<file path="src/rtl/gray_code_stream_converter.sv">
// Streaming binary<->Gray converter with a DEPTH-entry result FIFO and an accepted-word counter.
// Optional CHECK_ADJ_EN build adds a sticky Gray-adjacency error check (seq_err).
module gray_code_stream_converter #(
    parameter int WIDTH = 4,
    parameter int DEPTH = 4,
    parameter int CNT_W = 16
) (
    input  logic             clk,
    input  logic             rst,
    input  logic             in_valid,
    output logic             in_ready,
    input  logic [WIDTH-1:0] in_data,
    input  logic             in_mode,
    output logic             out_valid,
    input  logic             out_ready,
    output logic [WIDTH-1:0] out_data,
    output logic             out_mode,
    output logic [CNT_W-1:0] word_count,
    output logic             seq_err
);
    localparam int AW = $clog2(DEPTH);

    // Handshake: a word moves on a port only in a cycle where its valid and ready are both 1.
    // in_ready depends on registered occupancy only, never on out_ready.

    logic [WIDTH:0]     r_mem [DEPTH];
    logic [AW-1:0]      r_wr_ptr;
    logic [AW-1:0]      r_rd_ptr;
    logic [AW:0]        r_count;
    logic [WIDTH-1:0]   r_out_data;
    logic               r_out_mode;
    logic [CNT_W-1:0]   r_word_count;

    logic               w_full;
    logic               w_empty;
    logic               w_accept;
    logic               w_pop;
    logic [WIDTH-1:0]   w_gray;
    logic [WIDTH-1:0]   w_bin;
    logic [WIDTH:0]     w_entry;
    logic [AW:0]        w_count_next;
    logic [AW-1:0]      w_head_idx;
    logic               w_head_from_in;

    assign w_full   = (r_count == (AW+1)'(DEPTH));
    assign w_empty  = (r_count == '0);
    assign w_accept = in_valid && !w_full;
    assign w_pop    = out_ready && !w_empty;

    always_comb begin : conv
        logic v_acc;
        w_gray = in_data ^ (in_data >> 1);
        v_acc  = in_data[WIDTH-1];
        w_bin  = '0;
        w_bin[WIDTH-1] = v_acc;
        for (int i = WIDTH - 2; i >= 0; i--) begin
            v_acc    = v_acc ^ in_data[i];
            w_bin[i] = v_acc;
        end
    end

    assign w_entry = {in_mode, (in_mode ? w_bin : w_gray)};

    always_comb begin
        w_count_next = r_count;
        case ({w_accept, w_pop})
            2'b10:   w_count_next = r_count + 1'b1;
            2'b01:   w_count_next = r_count - 1'b1;
            default: w_count_next = r_count;
        endcase
    end

    // The next head is the word being written this edge when it lands in the slot the read pointer moves to.
    assign w_head_idx     = w_pop ? r_rd_ptr + 1'b1 : r_rd_ptr;
    assign w_head_from_in = w_accept && (r_wr_ptr == w_head_idx);

    always_ff @(posedge clk) begin
        if (w_accept) begin
            r_mem[r_wr_ptr] <= w_entry;
        end
    end

    always_ff @(posedge clk) begin
        if (rst) begin
            r_wr_ptr     <= '0;
            r_rd_ptr     <= '0;
            r_count      <= '0;
            r_out_data   <= '0;
            r_out_mode   <= 1'b0;
            r_word_count <= '0;
        end else begin
            r_count <= w_count_next;
            if (w_accept) begin
                r_wr_ptr     <= r_wr_ptr + 1'b1;
                r_word_count <= r_word_count + 1'b1;
            end
            if (w_pop) begin
                r_rd_ptr <= r_rd_ptr + 1'b1;
            end
            if (w_count_next != '0) begin
                if (w_head_from_in) begin
                    {r_out_mode, r_out_data} <= w_entry;
                end else begin
                    {r_out_mode, r_out_data} <= r_mem[w_head_idx];
                end
            end
        end
    end

    assign in_ready   = !w_full;
    assign out_valid  = !w_empty;
    assign out_data   = r_out_data;
    assign out_mode   = r_out_mode;
    assign word_count = r_word_count;

`ifdef CHECK_ADJ_EN
    logic [WIDTH-1:0] r_prev;
    logic             r_prev_valid;
    logic             r_seq_err;

    // Only Gray-mode words take part; the first one after reset just seeds r_prev.
    always_ff @(posedge clk) begin
        if (rst) begin
            r_prev       <= '0;
            r_prev_valid <= 1'b0;
            r_seq_err    <= 1'b0;
        end else if (w_accept && in_mode) begin
            r_prev       <= in_data;
            r_prev_valid <= 1'b1;
            if (r_prev_valid && ($countones(in_data ^ r_prev) != 1)) begin
                r_seq_err <= 1'b1;
            end
        end
    end

    assign seq_err = r_seq_err;
`else
    assign seq_err = 1'b0;
`endif

endmodule

</file>
<file path="config.mk">
export PLATFORM = sky130hd
export DESIGN_NAME = gray_code_stream_converter
export DESIGN_NICKNAME = d
export VERILOG_FILES = /design/src/rtl/gray_code_stream_converter.sv
export SDC_FILE = /design/constraint.sdc
export NUM_CORES = 1
export LEC_CHECK = 0
export ABC_CLOCK_PERIOD_IN_PS = 8750
export CAP_MARGIN = 20
export CORE_MARGIN = 1
export CORE_UTILIZATION = 50
export CTS_CLUSTER_DIAMETER = 30
export CTS_CLUSTER_SIZE = 12
export DETAILED_ROUTE_END_ITERATION = 7
export PLACE_DENSITY = 0.74
export SYNTH_ARGS = -nofsm -noshare
export SYNTH_HDL_FRONTEND = slang
export SYNTH_SLANG_ARGS = --single-unit
</file>
<file path="constraint.sdc">
create_clock -name clk -period 8.75 [get_ports clk]
set_input_delay 1.3125 -clock clk [delete_from_list [all_inputs] [get_ports clk]]
set_output_delay 1.3125 -clock clk [all_outputs]
set_load 0.02 [all_outputs]
</file>
### Word level (Yosys, flattened, before mapping)

Memory sizes are Yosys's and may differ from the RTL's. A register that Yosys moved wholly into a read port is not among the register bits.
Index checks and enable logic that the tools add are counted.

* register bits: 23
* latch bits: 0
* RAM bits: 20
* memory bits (read-only): 0
* input port bits: 9
* logic and storage cells: 28
* memories kept: 1

Memories
* r_mem: words 4, width 5, read ports 1, clocked after Yosys merged registers in 1, wr ports 1, line 26 `logic [WIDTH:0] r_mem [DEPTH];`

* add/subtract/negate cells: 5
* multipliers: 0
* div/mod/pow operators: 0
* $lt $le $gt $ge: 0
* equality and inequality tests: 3
* shift operators: 0
* mux-type cells: 5
* bitwise operators: 4
* reduce and logical (&&, ||, !) cells: 6

Operators by type and width (count)
* adder 16 x 1 -> 16 bit, second input constant: 1
* one-hot mux 3 bit (2 select lines): 1
* adder 2 x 1 -> 2 bit, second input constant: 2
* two-way mux 4 bit: 1
* XOR 4 x 3 -> 4 bit: 1
* adder 3 x 1 -> 3 bit, second input constant: 1
* equality test 3 bit, second input constant: 1
* logical NOT 3 bit: 1
* nonzero test 3 bit: 1
* subtractor 3 x 1 -> 3 bit, second input constant: 1
* XOR 1 bit: 3
* equality test 2 x 1 -> 1 bit, second input constant: 1
* equality test 2 bit, second input constant: 1
* logical AND 1 bit: 2
* logical NOT 1 bit: 2
* two-way mux 1 bit: 2
* two-way mux 2 bit: 1

### Longest topological paths before layout

Gate-level depths: netlist of the first run.

* depth after elaboration: 6
* depth in mapped cells: 13
* gate-level depth less buffers: 11

### Worst setup path after synthesis of the first run

OpenSTA, ideal clock, no wires.

* kind: input to register
* start point: in in_valid
* end point: reg r_out_data[0], in the netlist out_data[0] (read register of r_mem)
* setup time: 0.064 ns
* arrival time: 3.307 ns
* required time: 8.686 ns
* setup slack: 5.379 ns
* cell stages on the path: 10
* buffers on the path: 0
* path through: and2_1 > clkinv_1 > ha_1 > inv_1 > fa_1 > nor2b_1 > a22o_1 > a21oi_1 > o2111ai_1 > nand3_1

* cells in the longest elaborated chain, start to end: 4
* elaborated cells between the ends (all ways): 5
* classes of those cells: eq/ne: 2; mux: 1; reduce/logical: 2

RTL lines
* start, declared: line 10 `input logic in_valid,`
* logical AND 1 bit *: line 47 `assign w_accept = in_valid && !w_full;`
* equality test 2 x 1 -> 1 bit / equality test 2 bit (equally long branches): line 66 `case ({w_accept, w_pop})`
* one-hot mux 3 bit (2 select lines) *: line 66
* nonzero test 3 bit *: line 100 `if (w_count_next != '0) begin`
* end, declared: line 30 `logic [WIDTH-1:0] r_out_data;`

Mark *: on every way between the ends. The rest lies on a longest branch, timed or not.
A chain may end at the register's enable or synchronous reset.

### Worst setup path after layout of the first run

* start point: in in_valid
* end point: reg r_out_mode, in the netlist out_mode (read register of r_mem)

* cells in the longest elaborated chain, start to end: 4
* elaborated cells between the ends (all ways): 5
* classes of those cells: eq/ne: 2; mux: 1; reduce/logical: 2

RTL lines
* logical AND 1 bit *: line 47
* equality test 2 x 1 -> 1 bit / equality test 2 bit (equally long branches): line 66
* one-hot mux 3 bit (2 select lines) *: line 66
* nonzero test 3 bit *: line 100
* end, declared: line 31 `logic r_out_mode;`

Marked as above.

==> flow_results.org, run 1 <==
** Worst hold path
- Worst hold-check path type :: flop to flop
- Along the worst hold path, the cell count comes to 2.
- Hold path endpoint :: out_data[3]$_SDFFE_PP0P_
- The startpoint identified for the worst hold timing path is out_data[3]$_SDFFE_PP0P_.

** Die
- 33 I/O pins were placed.
- Die Width :: 72.6 um
- The floorplan step defined a core boundary enclosing 0.00475 mm2.
- The die covers 0.00527 mm2.
- Effective utilization at floorplan :: 52.4%
- Die height :: 72.6 um
- The floorplan has 25 rows.

** Placed design
- Detailed placement HPWL :: 3600 um
- Worst Setup Slack post-DPL :: 4050 ps
- Count of input and output buffers :: 31
- Routability-driven placement finished with a final weighted congestion of 0.855.
- The placed instances occupy a cell area of 0.00282 mm2.

** Global routing
- Vias in the first global route :: 1652
- The initial antenna violation count came to 0.
- Largest net degree at the start of global routing :: 28
- For this run the aggregate overflow at the end of global routing stands at 0.
- Global routing consumed, over all layers together, 20.8% of the routing resources.
- Global-route wire length before repair :: 8160 um

** Timing
- Between clock sinks in the finished design, the worst skew comes to 10.9 ps.
- Max Freq :: 0.225 GHz
- Final Critical Period :: 4430 ps
- The final critical path takes up 50.7% of the cycle.
- Setup repair after global routing left no endpoint under its margin.
- Smallest setup slack after layout :: 4320 ps
- After routing, the total negative slack on setup checks comes to 0 ps.
- The number of failing hold endpoints at the final stage was 0.
- Slew at the pin closest to its max-slew limit :: 949 ps
- Slew Limit Fails :: 0
- The worst pin sits at a relative slew slack of 36.5%.
- Number of setup violations in the final report :: 0

** Clock tree
- Clock-pin transition on the worst setup and hold timing paths :: 80 ps
- In this run the post-CTS setup repair buffer count came out at 0.
- Counting every sink on the clock net gives 48.
- Number of H-tree levels :: 2
- Cell chosen for the clock root :: clkbuf_8
- The clock reaches the later pin of the worst-skew pair after 300 ps.
- TritonCTS created 5 clock buffers.
- Cts-stage hold buffer count :: 0
- Gates resized during post-CTS repair numbered 0.
- Maximum root-to-sink buffer count :: 2
- Clock tree from TritonCTS :: built

** Setup path
- Required time worst endpoint :: 8990 ps
- Counting both buffers and inverters, the worst setup path holds a total of 3.
- The largest single stage delay on the critical path is 590 ps.
- Worst Path Class, Setup :: input pin to flop
- Traced cell by cell, the critical path runs through clkdlybuf4s50_1 -> and2_1 -> clkinv_1 -> ha_1 -> inv_1 -> fa_1 -> nor2b_1 -> a22o_1 -> a21oi_1 -> o2111ai_1 -> nand3_1.
- The setup check on the worst reg-to-reg path leaves a slack of 5060 ps.
- Data arrives at the worst endpoint at 4680 ps.
- Measured in cells, the most critical reg-to-reg path has a length of 11.
- Beginning of the worst register-to-register path :: r_count[0]$_SDFF_PP0_
- Along the worst path, the maximum fanout reaches 11.
- STA classifies the critical path startpoint as an input pin.
- Worst path top cell family by delay :: buffers and inverters
- Number of cells on the critical path :: 11
- Kind of end point of the critical path :: flop
- The worst register-to-register path ends at out_mode$_SDFFE_PP0P_.
- Slowest library cell on the worst path :: clkdlybuf4s50_1

** Power and ir drop
- Per report_power, the clock group accounts for 17.3% of the total.
- Net switching is 37.4% of the power.
- Across the VDD grid, the largest voltage drop is 149 uV.
- In this run the static leakage power is 1.05 nW.
- Total Power :: 0.723 mW
- Power density over the cells :: 249 mW/mm2
- Cell-internal power :: 0.453 mW
- Gate power share :: 39.5%
- In this run the power spent charging and discharging nets is 0.270 mW.
- Sequential cells burn 43.2% of the power.

** Synth
- Post-synthesis instance area :: 0.00249 mm2
- Number of cells produced by synthesis :: 251
- The share of the Yosys chip area taken by registers is 46.6%.
- The biggest area contributor in the post-synthesis netlist is edfxtp_1.
- Averaged over all synthesized cells, the footprint is 9.92 um2.
- The Yosys step of the flow raised 0 warnings.
- Most frequently used cell type in the post-synthesis netlist :: nand2_1
- Portion of synthesized cell area occupied by the leading cell type :: 24.1%
- The number of nets in the synthesized netlist is 267.
- Number of enable-type register cells in the synthesized netlist :: 20
- By count the netlist is led by nand2_1, dfxtp_1, nor2_1.
- Post-synthesis register bit count :: 48
- Top cells by area in the synthesized netlist :: edfxtp_1, dfxtp_1, mux2i_1
- Counting distinct cell types in the post-synthesis netlist gives 45.
- Async set-reset flop share out of synthesis :: 0%
- Among all flip-flop cells after synthesis, the most frequent one is dfxtp_1.

** Routing
- For this block, the initial DRC count from the detailed router was 65.
- Dividing the detail-routed via count by the number of cells gives 5.42.
- Antenna violation net count after detailed routing :: 0
- Count of unresolved DRC violations after routing :: 0
- Dividing the detail-routed wire length by the instance count gives 14.5 um.
- Drt total wl :: 4960 um
- Across all layers, the routed design uses 1860 vias.
- Number of detailed-route iterations in the first pass :: 4

** Job
- Across the run, the number of max-cap violations was 0.

** Finish
- Post-route core utilization :: 61.0%
- Fill cell total of the finished layout :: 411
- Area Overhead vs Synth :: 16.4%
- Proportion of layout cells with a drive suffix above 1 :: 6.88%
- Antenna diode count :: 0
- Post-route standard cell area excluding fillers :: 0.00290 mm2
- Nets :: 291

** Run status
- The run finished with clean final reports.
## power by group through the flow
stage	clock network [mW]	registers, mW	logic, mW
2_1_floorplan	0	0.296	0.230
3_3_place_gp	0	0.317	0.278
3_5_place_dp	0	0.318	0.284
4_1_cts	0.127	0.312	0.286
5_1_grt	0.135	0.319	0.318
6_report	0.125	0.313	0.285
## flip-flops by register name, indices dropped and copies added, names as in the netlist
signal	count
out_mode	1
r_mem	20
r_rd_ptr	2
r_count	3
word_count	16
out_data	4
r_wr_ptr	2
## stage by stage
stage | instances | hold WS (ps)
after CTS | 343 | 472
after global placement | 335 | 453
after global routing | 343 | 501
after floorplan | 251 | 478
final | 343 | 468
after detailed placement | 335 | 457
## cell type report
cell class                 count  area [um2]  area share (%)
multi-input combinational    175        1210            41.7
sequential                    48        1160            40.1
timing repair buffer          31         310            10.7
tap                           67        83.8            2.89
clock buffer                   5        68.8            2.37
inverter                      14        52.6            1.81
clock inverter                 3        13.8           0.475
## routing by layer
layer,up-vias,track usage [%],share of wire [%]
li1,936,-,-
met1,875,29.6,48
met2,40,31.6,46
met3,9,4.44,5.1
met4,0,7.19,1.7
met5,-,0,0
## cell families after synthesis
kind of cell | after synthesis | share of synthesized area, %
AOI/OAI and AO/OA | 28 | 9.60
adders and majority gates | 7 | 3.82
xor gates and xnor gates | 23 | 8.09
DFF | 48 | 46.6
and+or+nand+nor | 99 | 20.0
buffers and inverters | 28 | 4.82
muxes | 17 | 6.88
other | 1 | 0.151
## cells in the final DEF (no fill, tap or decap), types with 2 or more instances in the layout
cell type and n:
a221oi_1 5, ha_1 6, a21oi_1 5, xnor2_1 9
clkbuf_8 5, and4_1 2, nor2b_1 3, nor3_1 4
a31o_2 5, clkinv_1 2, edfxtp_1 20, dfxtp_1 28
and3_1 7, and2_1 2, clkdlybuf4s50_1 31, o2111ai_1 5
clkinv_2 2, nor2_1 21, mux2i_1 16, xor2_1 14
nand3b_1 5, nand2_1 29, nand4_1 9, inv_1 12
nand3_1 11
## worst max path at each step
| stage | slack, ps | end | from |
|---|---|---|---|
| after floorplan | 5380 | out_data[0]$_SDFFE_PP0P_ | in_valid |
| after global placement | 4170 | out_data[2]$_SDFFE_PP0P_ | in_valid |
| after detailed placement | 4050 | out_data[1]$_SDFFE_PP0P_ | in_valid |
| after CTS | 4360 | out_data[3]$_SDFFE_PP0P_ | in_valid |
| after global routing | 4000 | out_data[0]$_SDFFE_PP0P_ | in_valid |
| final | 4320 | out_mode$_SDFFE_PP0P_ | in_valid |
## worst register-to-register path, stage by stage, from the launching register on
cell and delay, ps:
dfxtp_1 500, or3b_1 350, and2_1 450, clkinv_1 360, ha_1 310, inv_1 70
fa_1 390, nor2b_1 150, a22o_1 200, a21oi_1 520, o2111ai_1 210, nand3_1 120
(Power assumes the default switching activity.)
==> run 2, diff against run 1 <==
- ABC_CLOCK_PERIOD_IN_PS: 8750 -> 4100
- clock period: 8.75 -> 4.1 ns (I/O delays scaled with it)
==> flow_results.org, run 2 (synthesized netlist as in run 1, its figures left out) <==
** Clock tree
- Post_cts resized :: 0
- The tree is rooted in a clkbuf_8.
- Clock-pin slew was measured on the worst setup and hold paths at 100 ps.
- Clock latency of the later-clocked register in the worst-skew pair :: 300 ps
- TritonCTS built the clock tree.
- Once the clock tree was built, the setup fixing pass inserted 0 buffers.
- Hold repair after CTS inserted 0 buffers.
- The clock drives 48 sinks.
- Total clock buffers created by CTS :: 5
- Number of H-tree levels :: 2
- Maximum root-to-sink buffer count :: 2

** Run status
- Outcome :: finished, final reports clean

** Setup path
- The number of cells on the worst reg-to-reg path is 11.
- The critical path contains buffers and inverters numbering 2 combined.
- Data on the critical path arrives at its endpoint at 3700 ps.
- By startpoint and endpoint, the worst setup path is classified as flop to flop.
- Walking the worst path, the cells encountered are or3b_1 -> and2_1 -> clkinv_1 -> ha_1 -> inv_1 -> fa_1 -> xnor2_1 -> mux2i_1 -> a21oi_1 -> o2111ai_1 -> nand3_1.
- Tracing the worst setup path back leads to its startpoint at r_count[2]$_SDFF_PP0_.
- Among cell families on the critical path, the largest total delay comes from simple AND/OR/NAND/NOR gates.
- Slowest library cell on the worst path :: a21oi_1
- For the worst setup path, the data required time is 4350 ps.
- Beginning of the worst register-to-register path :: r_count[2]$_SDFF_PP0_
- The endpoint identified for the worst register-to-register timing path is out_mode$_SDFFE_PP0P_.
- Highest fanout seen on the critical path :: 10
- Slowest cell delay on critical path :: 580 ps
- STA classifies the critical path startpoint as a flop.
- Kind of end point of the critical path :: flop
- Worst R2R Setup Slack :: 650 ps

** Timing
- At the pin with the least slew margin, the transition time is 968 ps.
- Remaining max-slew budget at the tightest pin :: 35.4%
- Setup violations remaining at the end of the flow were counted as 0.
- In the final timing run, aggregate negative setup slack is 0 ps.
- Max Freq :: 0.290 GHz
- The final number of max-transition violations is 0.
- Counting I/O delays and the setup requirement, the final critical path takes 3450 ps.
- The number of failing hold endpoints at the final stage was 0.
- Setup repair after global routing missed its margin :: false
- Tcrit/Tclk final :: 84.1%
- Worst clock skew :: 7.30 ps

** Routing
- Number of detailed-route iterations in the first pass :: 4
- Via Count :: 1809
- Antenna violation net count after detailed routing :: 0
- Dividing the detail-routed wire length by the instance count gives 13.6 um.
- Via count normalized by instance count :: 5.24
- Count of unresolved DRC violations after routing :: 0
- Drt total wl :: 4690 um
- Initial drt markers :: 95

** Power and ir drop
- Static power due to leakage :: 1.06 nW
- The design draws 1.56 mW.
- Power spread over the standard cell area amounts to 533 mW/mm2.
- VDD sags by at most 204 uV.

** Finish
- Cells with a size suffix above 1 make up 7.91% of the layout.
- Fill cell total of the finished layout :: 404
- Max FFs per register :: 20
- Post-route core utilization :: 61.5%
- Post-route standard cell area excluding fillers :: 0.00293 mm2
- Top library cells by usage in the layout, fill and taps aside :: clkdlybuf4s50_1, nand2_1, dfxtp_1
- The multi-input combinational cells in the finished layout cover a total of 0.00121 mm2.
- In the final design database the tool counted 293 nets.
- From synthesis to final layout, the design area changed by 17.5%.
- Top reg by flops :: r_mem
- The finished layout holds 345 standard cells, fillers aside.
- Most frequent standard cell in the layout excluding fill and tap cells :: clkdlybuf4s50_1
- Registers take 0.00116 mm2.
- 0 antenna diodes ended up in the layout.

** Global routing
- The number of global-route vias before repair came to 1620.
- GR Layer Usage met1 :: 28.4%
- Layer with the highest usage after global routing :: met2
- In the global route stage, met3 resource usage came out at 4.31%.
- Largest net degree at the start of global routing :: 28
- The initial antenna violation count was 0.
- Met2 usage in global routing :: 28.6%
- For this run, the total global-route usage over all layers was measured as 19.4%.
- The first global-routing pass estimated 7790 um of wire.
- Total overflow reported by the global router :: 0

** Worst hold path
- Counting instances, the worst hold path has a depth of 2.
- Worst hold-check path type :: flop to flop
- In this run the most critical hold path is launched from out_data[3]$_SDFFE_PP0P_.
- Hold path endpoint :: out_data[3]$_SDFFE_PP0P_

** Die
- After floorplanning, the core was sized to cover 0.00475 mm2.
- Die height :: 72.6 um
- Effective utilization at floorplan :: 52.4%
- In this run the count of I/O pins placed on the die edge is 33.
- The die covers 0.00527 mm2.
- In this run the horizontal extent of the chip is 72.6 um.
- Number of core rows :: 25

** Placed design
- Cell area after placement :: 0.00283 mm2
- Port buffering added 31 buffers.
- Once detailed placement completed, the half-perimeter wirelength came to 3430 um.
- The congestion estimate from routability-driven global placement came to 0.810.
- Counting tap cells, the placed design contains a total of 337 instances.

** Job
- MaxCap Viol Count :: 0
-- run 2: worst max-delay path by stage --
stage / to / slack (ps) / cells after the start
3_5_place_dp: out_data[3]$_SDFFE_PP0P_ / 400 / 11
6_report: out_mode$_SDFFE_PP0P_ / 650 / 11
3_3_place_gp: out_data[3]$_SDFFE_PP0P_ / 530 / 11
2_1_floorplan: out_data[0]$_SDFFE_PP0P_ / 1030 / 13
5_1_grt: out_data[2]$_SDFFE_PP0P_ / 390 / 11
4_1_cts: out_data[3]$_SDFFE_PP0P_ / 670 / 11
-- run 2: worst register-to-register path, stage by stage (launching register included) --
cell       delay [ps]
dfxtp_1           510
or3b_1            540
and2_1            240
clkinv_1          160
ha_1              220
inv_1              60
fa_1              370
xnor2_1           230
mux2i_1           130
a21oi_1           580
o2111ai_1         220
nand3_1           130
-- run 2: final cells by class --
type,count,area share [%]
Clock buffer,5,2.35
Clock inverter,3,0.855
Inverter,14,1.80
Multi-Input combinational cell,175,41.3
Sequential cell,48,39.7
Tap cell,67,2.87
Timing Repair Buffer,33,11.1
-- run 2: routing by layer --
| layer | part of all wire [%] | vias up |
|---|---|---|
| li1 | - | 933 |
| met1 | 52 | 833 |
| met2 | 43 | 37 |
| met3 | 3.5 | 6 |
| met4 | 1.3 | 0 |
| met5 | 0 | - |
-- run 2: stage by stage --
step / worst slack [ps] / hold WS, ps
floorplan: 1030 / 478
global placement: 527 / 441
detailed placement: 403 / 446
CTS: 674 / 468
global route: 390 / 481
finish: 651 / 461
-- run 2: report_power, final --
group / internal, mW / total, mW / switching, mW
sequential: 0.568 / 0.664 / 0.0964
clock: 0.124 / 0.294 / 0.169
combinational: 0.284 / 0.602 / 0.318
==> run 3, diff against run 2 <==
- ABC_CLOCK_PERIOD_IN_PS: 4100 -> 3100
- CORE_UTILIZATION: 50 -> 49
- PLACE_DENSITY: 0.74 -> 0.75
- clock period: 4.1 -> 3.1 ns (I/O delays scaled with it)
==> flow_results.org, run 3 (synthesized netlist as in run 1, its figures left out) <==
** Setup path
- The critical path is of the flop to flop type.
- STA puts the critical path data required time at 3350 ps.
- STA classifies the critical path endpoint as a flop.
- Slowest library cell on the worst path :: or3b_1
- Data arrival time at the worst-slack endpoint :: 3020 ps
- In this design, the stage delay of the slowest critical-path cell is 440 ps.
- Walking the worst path, the cells encountered are or3b_1 -> and2_1 -> clkinv_1 -> ha_1 -> inv_1 -> fa_1 -> nor2b_1 -> a22o_1 -> a21oi_2 -> o2111ai_1 -> nand3_1.
- The worst setup path is launched from a flop.
- Highest fanout seen on the critical path :: 10

** Clock tree
- Number of H-tree levels :: 2
- Total clock buffers created by CTS :: 5
- Clock-pin transition on the worst setup and hold timing paths :: 90 ps
- Once the clock tree was built, the setup fixing pass inserted 0 buffers.
- The clock drives 48 sinks.
- Clock latency of the later-clocked register in the worst-skew pair :: 300 ps
- The longest clock path from root to sink contains 2 buffers.
- Clock tree synthesis selected as its root buffer the cell clkbuf_8.
- Clock tree from TritonCTS :: built

** Global routing
- Vias in the first global route :: 1708
- Largest net degree at the start of global routing :: 22
- GRT Resource Usage Total :: 20.1%
- Antenna violations before repair :: 0
- Total overflow reported by the global router :: 0
- Global-route wire length before repair :: 8130 um

** Timing
- Total Neg Setup Slack :: 0 ps
- Number of setup violations in the final report :: 0
- Worst-case hold slack :: 462 ps
- Max Freq :: 0.361 GHz
- Tcrit/Tclk final :: 89.3%
- Slew at the pin closest to its max-slew limit :: 743 ps
- Worst clock skew :: 7.23 ps
- Setup repair after global routing left no endpoint under its margin.
- Final Critical Period :: 2770 ps
- The worst pin sits at a relative slew slack of 50.4%.
- The number of failing hold endpoints at the final stage is 0.
- The final number of max-transition violations came to 0.

** Finish
- Max FFs per register :: 20
- Proportion of layout cells with a drive suffix above 1 :: 10.8%
- More flip-flops sit in one register than any other, and that register is r_mem.
- Area Overhead vs Synth :: 22.7%
- Antenna diode count :: 0
- Nets :: 301
- Most frequent standard cell in the layout excluding fill and tap cells :: clkdlybuf4s50_1
- Post-route standard cell area excluding fillers :: 0.00305 mm2
- Leaving out fill and tap cells, the most frequent cells in the layout are clkdlybuf4s50_1, nand2_1, dfxtp_1.

** Placed design
- Count of input and output buffers :: 31
- Last weighted congestion value of the routability-driven placer :: 0.807
- The HPWL after detailed placement is 3660 um.
- After detailed placement, the total cell area comes to 0.00289 mm2.

** Routing
- Using the TritonRoute via totals, the vias-per-cell ratio works out to 5.18.
- The routed design has 4860 um of wire.
- In this run the remaining antenna-violating nets after routing total 0.
- Via Count :: 1830
- Count of unresolved DRC violations after routing :: 0
- In the final routed layout, each cell accounts on average for 13.8 um.
- For this block, the initial DRC count from the detailed router was 93.
- Number of detailed-route iterations in the first pass :: 4

** Power and ir drop
- Dividing total power by cell area gives a power density of 768 mW/mm2.
- The completed layout was analyzed and its total power is 2.34 mW.
- Static power due to leakage :: 1.14 nW
- VDD sags by at most 489 uV.

** Die
- The initial utilization of the core area, before any placement, comes to 51.7%.
- Total core area :: 0.00482 mm2
- The die is 73.3 um tall.
- The die covers 0.00537 mm2.
- Row generation in the floorplan step produced 25 rows.
- In this run the count of I/O pins placed on the die edge is 33.
- The floorplan step set the die width to 73.3 um.

** Job
- MaxCap Viol Count :: 0

** Worst hold path
- The min-delay analysis places its worst path in the category flop to flop.

** Run status
- Outcome :: finished, final reports clean
## run 3: layout make-up
class / count / area [um2]
timing repair buffer: 41 / 385
multi-input combinational: 175 / 1210
clock inverter: 3 / 90.1
sequential: 48 / 1160
tap: 67 / 83.8
inverter: 14 / 52.6
clock buffer: 5 / 68.8
fill: 416 / 1760
## run 3: final timing paths
| check | from | end | slack (ps) | depth (start not counted) |
|---|---|---|---|---|
| setup / recovery | r_count[1]$_SDFF_PP0_ | out_data[2]$_SDFFE_PP0P_ | 330 | 11 |
| hold / removal | out_data[0]$_SDFFE_PP0P_ | out_data[0]$_SDFFE_PP0P_ | 460 | 2 |
| setup reg to reg | r_count[1]$_SDFF_PP0_ | out_data[2]$_SDFFE_PP0P_ | 330 | 11 |
| hold reg to reg | out_data[0]$_SDFFE_PP0P_ | out_data[0]$_SDFFE_PP0P_ | 460 | 2 |
## run 3: worst max-delay path: cells and delay by family, from the launching register on
family / cells / cell delay [ps]
flops: 1 / 370
simple gates: 4 / 900
fa+ha+maj: 2 / 590
compound gates: 3 / 760
buf+inv: 2 / 120
## run 3: layer usage
metal | GRT usage, % | share of wire (%) | wire [um] | up-vias
met3 | 3.29 | 2.7 | 129 | 4
li1 | - | - | - | 952
met5 | 0 | 0 | 0 | -
met2 | 30.1 | 45 | 2190 | 29
met1 | 28.7 | 51 | 2470 | 845
met4 | 8.28 | 1.3 | 62 | 0
## run 3: where the power goes
group          switching (mW)  internal, mW
Clock                   0.211         0.403
Sequential             0.0937         0.751
Combinational           0.468         0.417
Total                   0.773          1.57
## run 3: what timing repair did
| action | 4_1_cts | 5_1_grt |
|---|---|---|
| setup endpoints to repair | 0 | 5 |
| hold buffers | 0 | 0 |
| gates resized for setup | 0 | 1 |
## run 3: through the flow
step / worst slack (ps) / std cells / util (%)
finish: 332 / 353 / 63.4
global route: 125 / 353 / 63.4
detailed placement: -30.2 / 345 / 60.0
floorplan: 28.0 / 251 / -
CTS: 115 / 353 / 63.3
global placement: 53.4 / 345 / 60.0
